$ cat src/rtl/openhw_align_rshift.sv
// Multi-cycle right shifter that ORs every bit shifted out into a sticky flag.
// Optional RSHIFT_FASTZERO_EN: amounts >= WIDTH complete without iterating.
module openhw_align_rshift #(
  parameter int WIDTH  = 64,
  parameter int SHIFTW = 7,
  parameter int STEP   = 8
) (
  input  logic              clk,
  input  logic              reset,
  input  logic              Flush,
  input  logic              InValid,
  output logic              InReady,
  input  logic [SHIFTW-1:0] ShiftAmt,
  input  logic [WIDTH-1:0]  ShiftIn,
  output logic              OutValid,
  input  logic              OutReady,
  output logic [WIDTH-1:0]  Shifted,
  output logic              Sticky,
  output logic              Busy
);

  localparam logic [SHIFTW-1:0] WIDTH_W = SHIFTW'(WIDTH);
  localparam logic [SHIFTW-1:0] STEP_W  = SHIFTW'(STEP);
`ifdef RSHIFT_FASTZERO_EN
  localparam logic FASTZERO = 1'b1;
`else
  localparam logic FASTZERO = 1'b0;
`endif

  typedef enum logic [1:0] {
    IDLE  = 2'd0,
    SHIFT = 2'd1,
    DONE  = 2'd2
  } state_t;

  state_t             state_r;
  logic [WIDTH-1:0]   data_r;
  logic               sticky_r;
  logic [SHIFTW-1:0]  rem_r;

  logic [SHIFTW-1:0]  k_s;
  logic [WIDTH-1:0]   mask_s;
  logic [WIDTH-1:0]   data_shift_s;
  logic               sticky_shift_s;
  logic [SHIFTW-1:0]  rem_next_s;
  logic [SHIFTW-1:0]  amt_sat_s;
  logic               fast_s;

  // Per-cycle step: the shifted-out mask depends only on this cycle's k.
  always_comb begin
    k_s            = (rem_r < STEP_W) ? rem_r : STEP_W;
    mask_s         = ~({WIDTH{1'b1}} << k_s);
    data_shift_s   = data_r >> k_s;
    sticky_shift_s = sticky_r | (|(data_r & mask_s));
    rem_next_s     = rem_r - k_s;
    amt_sat_s      = (ShiftAmt >= WIDTH_W) ? WIDTH_W : ShiftAmt;
    fast_s         = FASTZERO & (ShiftAmt >= WIDTH_W);
  end

  // Control FSM, datapath registers and registered handshake outputs.
  always_ff @(posedge clk or posedge reset) begin
    if (reset) begin
      state_r  <= IDLE;
      data_r   <= {WIDTH{1'b0}};
      sticky_r <= 1'b0;
      rem_r    <= {SHIFTW{1'b0}};
      InReady  <= 1'b1;
      OutValid <= 1'b0;
      Busy     <= 1'b0;
    end else if (Flush) begin
      // Datapath registers are kept; they are don't-care while OutValid is low.
      state_r  <= IDLE;
      InReady  <= 1'b1;
      OutValid <= 1'b0;
      Busy     <= 1'b0;
    end else begin
      case (state_r)
        IDLE: begin
          if (InValid && InReady) begin
            InReady <= 1'b0;
            Busy    <= 1'b1;
            if (fast_s) begin
              data_r   <= {WIDTH{1'b0}};
              sticky_r <= |ShiftIn;
              rem_r    <= {SHIFTW{1'b0}};
              state_r  <= DONE;
              OutValid <= 1'b1;
            end else begin
              data_r   <= ShiftIn;
              sticky_r <= 1'b0;
              rem_r    <= amt_sat_s;
              if (amt_sat_s == {SHIFTW{1'b0}}) begin
                state_r  <= DONE;
                OutValid <= 1'b1;
              end else begin
                state_r <= SHIFT;
              end
            end
          end else begin
            state_r <= IDLE;
          end
        end
        SHIFT: begin
          data_r   <= data_shift_s;
          sticky_r <= sticky_shift_s;
          rem_r    <= rem_next_s;
          if (rem_next_s == {SHIFTW{1'b0}}) begin
            state_r  <= DONE;
            OutValid <= 1'b1;
          end else begin
            state_r <= SHIFT;
          end
        end
        DONE: begin
          if (OutReady) begin
            state_r  <= IDLE;
            OutValid <= 1'b0;
            InReady  <= 1'b1;
            Busy     <= 1'b0;
          end else begin
            state_r <= DONE;
          end
        end
        default: begin
          state_r  <= IDLE;
          InReady  <= 1'b1;
          OutValid <= 1'b0;
          Busy     <= 1'b0;
        end
      endcase
    end
  end

  assign Shifted = data_r;
  assign Sticky  = sticky_r;

endmodule

$ cat config.mk
export PLATFORM = sky130hd
export DESIGN_NAME = openhw_align_rshift
export DESIGN_NICKNAME = d
export VERILOG_FILES = /design/src/rtl/openhw_align_rshift.sv
export SDC_FILE = /design/constraint.sdc
export NUM_CORES = 1
export LEC_CHECK = 0
export CORE_MARGIN = 2
export CORE_UTILIZATION = 56
export CTS_BUF_LIST = sky130_fd_sc_hd__clkbuf_8 sky130_fd_sc_hd__clkbuf_16
export DETAILED_ROUTE_END_ITERATION = 7
export PLACE_DENSITY_LB_ADDON = 0.25
export SLEW_MARGIN = 20
export SYNTH_ARGS = -nofsm -noshare
export SYNTH_HDL_FRONTEND = slang
export SYNTH_SLANG_ARGS = --single-unit
$ cat constraint.sdc
create_clock -name clk -period 5.69 [get_ports clk]
set_input_delay 0.569 -clock clk [delete_from_list [all_inputs] [get_ports clk]]
set_output_delay 0.569 -clock clk [all_outputs]
set_load 0.02 [all_outputs]
==> impl_metrics.json <==
{
  "outcome": "finished, violations left",
  "violations": "design-rule violations",
  "finalMaxSlewViolations": 0,
  "p_int_mw": 2.62,
  "r2r_slack_ns": 2.60,
  "synth_top_area_share_pct": 29.7,
  "drive_gt1_share_pct": 8.08,
  "grt_max_degree": 77,
  "h-tree-depth": 3,
  "io_buffer_count": 143,
  "reg2reg_to": "rem_r[6]",
  "cellPowerDensity_mw_per_mm2": 656,
  "grt_pass1_vias": 6983,
  "insertedDiodeCount": 0,
  "core-area_mm2": 0.0113,
  "reg2reg_depth": 7,
  "ys_top_cells_by_count": "dfrtp_1 (76), nand2_1 (69), nor2_1 (69)",
  "cts_num_sinks": 77,
  "required_ns": 5.92,
  "gp_congestion": 0.882,
  "postCtsSetupRepairBufs": 0,
  "gr-usage-all-layers_pct": 35.4,
  "worstPathMaxFanout": 25,
  "drt_iter0_drc": 1250,
  "pwr-share-seq_pct": 27.5,
  "hold_ws_ns": 0.547,
  "synth_top_family_by_area": "compound AO/OA/AOI/OAI gates",
  "pwr-share-clk_pct": 10.4,
  "worstHoldStart": "Busy",
  "rr_startpoint": "rem_r[3]",
  "path_class": "flip-flop to flip-flop",
  "final_cells": 997,
  "hold_viol": 0,
  "power.leakage_nw": 3.02,
  "wl_per_cell_um": 22.8,
  "routed_wl_um": 22800,
  "clk_latency_ns": 0.34,
  "die_y_um": 111,
  "synth_area_mm2": 0.00641,
  "synth_seq_cells": 77,
  "swShare_pct": 50.7,
  "skew_ns": 0.00420,
  "synth_fp_nets": 837,
  "synth_ff_type": "dfrtp_1",
  "setup_tns_ns": 0,
  "yosys.area_share.simple_pct": 16.4,
  "synth_top_area_cell": "dfrtp_1",
  "ys_warn_count": 0,
  "muxShareOfSynthArea_pct": 10.3,
  "via_per_inst": 7.33,
  "synth_adder_area_share_pct": 0.195,
  "die_x_um": 111,
  "cts_resized": 0,
  "clk_pin_slew_ns": 0.06,
  "drt_first_pass_iters": 8,
  "postSynthAreaPerCell_um2": 8.44,
  "overflow": 0,
  "postCtsHoldBufs": 0,
  "cts_tree": "built",
  "max_freq_mhz": 323,
  "fin_nets": 927,
  "dp.cells": 980,
  "p_total_mw": 5.32,
  "end_kind": "flip-flop",
  "max-slew-margin-rel_pct": 25.0,
  "cts_buffer_depth": 2,
  "synth_edf_count": 0,
  "synth_xor_xnor_area_share_pct": 0,
  "grt_pass1_wl_um": 36100,
  "cts-root-buf": "clkbuf_16",
  "synthTopCellsByArea": "dfrtp_1 (30%), mux2i_1 (7.6%), a222oi_1 (4.5%)",
  "rows": 39,
  "synth-seq-area-share_pct": 30.1,
  "vias": 7311,
  "dieArea_mm2": 0.0123,
  "drc": 1,
  "ys_types": 72,
  "async_flop_share_pct": 100,
  "hpwl_um": 14500,
  "area_delta_synth_final_pct": 26.3,
  "vdd_drop_max_uv": 374,
  "setup_viol": 0,
  "min_period_ns": 3.09,
  "timing.final.crit_share_pct": 54.4,
  "p_switching_mw": 2.70,
  "hold_depth": 2,
  "maxCapViolations": 0,
  "critical_path_arrival_ns": 3.32,
  "min_to": "Busy",
  "worst_slew_pin_slew_ns": 1.12,
  "synth_most_common_cell": "dfrtp_1",
  "initial_core_util_pct": 56.9,
  "hold_class": "flip-flop to flip-flop",
  "pwr-share-comb_pct": 62.1,
  "cts_made_buffers": 9,
  "start_kind": "flip-flop",
  "antenna_found_initial": 0,
  "ant_nets": 0,
  "synth_cells": 760,
  "synth_compound_area_share_pct": 36.4,
  "cp-startpoint": "rem_r[3]",
  "ios": 144,
  "rsz0062_at_grt": "false"
}
[area by class of cell]
class	count	area (um2)
timing repair buffer	157	1560
multi-input combinational	589	4090
fill	890	3170
tap	143	179
sequential	77	1930
clock buffer	12	267
inverter	16	60.1
clock inverter	3	12.5
[critical path, cell delays in order, from the launching register on]
cell,delay [ns]
dfrtp_1,0.53
or4_1,0.92
nand2_1,0.14
ha_1,0.28
or3_1,0.36
a22oi_1,0.34
a41oi_1,0.18
o22a_1,0.22
[how the worst max path moves through the flow]
stage | end | depth (start not counted)
floorplan | rem_r[6] | 9
global placement | Shifted[24] | 5
detailed placement | Shifted[42] | 6
CTS | rem_r[6] | 7
global route | rem_r[6] | 7
finish | rem_r[6] | 7
[cell usage in the layout (no fill, tap or decap), types with 10 or more instances in the layout]
cell type	count
o21ai_0	43
a22oi_1	29
inv_1	16
a21oi_1	28
nor2b_1	11
mux2i_1	49
mux2_2	14
o221ai_1	18
dfrtp_1	73
buf_4	12
nand2_1	69
a221o_1	17
nand2b_1	12
nor2_1	67
clkdlybuf4s50_1	143
a31oi_1	17
a222oi_1	29
a21o_1	10
o211ai_1	38
[state kept, by name, summed over array words and instances, names as in the netlist]
name	count
OutValid	1
state_r	2
Busy	1
InReady	1
Shifted	64
rem_r	7
Sticky	1
[power by group through the flow]
stage | clock, mW | sequential [mW] | combinational (mW)
floorplan | 0 | 1.43 | 2.09
global placement | 0 | 1.41 | 3.11
detailed placement | 0 | 1.42 | 3.20
CTS | 0.547 | 1.42 | 3.23
global route | 0.571 | 1.49 | 3.54
finish | 0.552 | 1.46 | 3.30
[routing by layer]
metal	vias to the layer above	global-route usage (%)	wire length, um
met3	78	5.58	2630
li1	3170	-	-
met5	-	0	0
met2	573	56.1	10700
met4	0	15.6	710
met1	3490	48.3	8750
[cell families (layout without fill, tap and decap cells)]
kind of cell | Yosys count | after routing
AO/OA/AOI/OAI | 308 | 308
AND/OR/NAND/NOR | 215 | 215
buffers and inverters | 94 | 188
flip-flops | 77 | 77
multiplexers | 64 | 64
adder cells (fa/ha/maj) | 1 | 1
other | 1 | 1
[per-stage QoR]
stage / area, um2 / setup slack [ns] / util (%)
5_1_grt: 8100 / 2.43 / 71.9
3_3_place_gp: 7780 / 2.64 / 69.0
4_1_cts: 8060 / 2.69 / 71.5
3_5_place_dp: 7780 / 2.51 / 69.0
6_report: 8100 / 2.60 / 71.9
2_1_floorplan: 6410 / 3.15 / -
(Power assumes the default switching activity.)
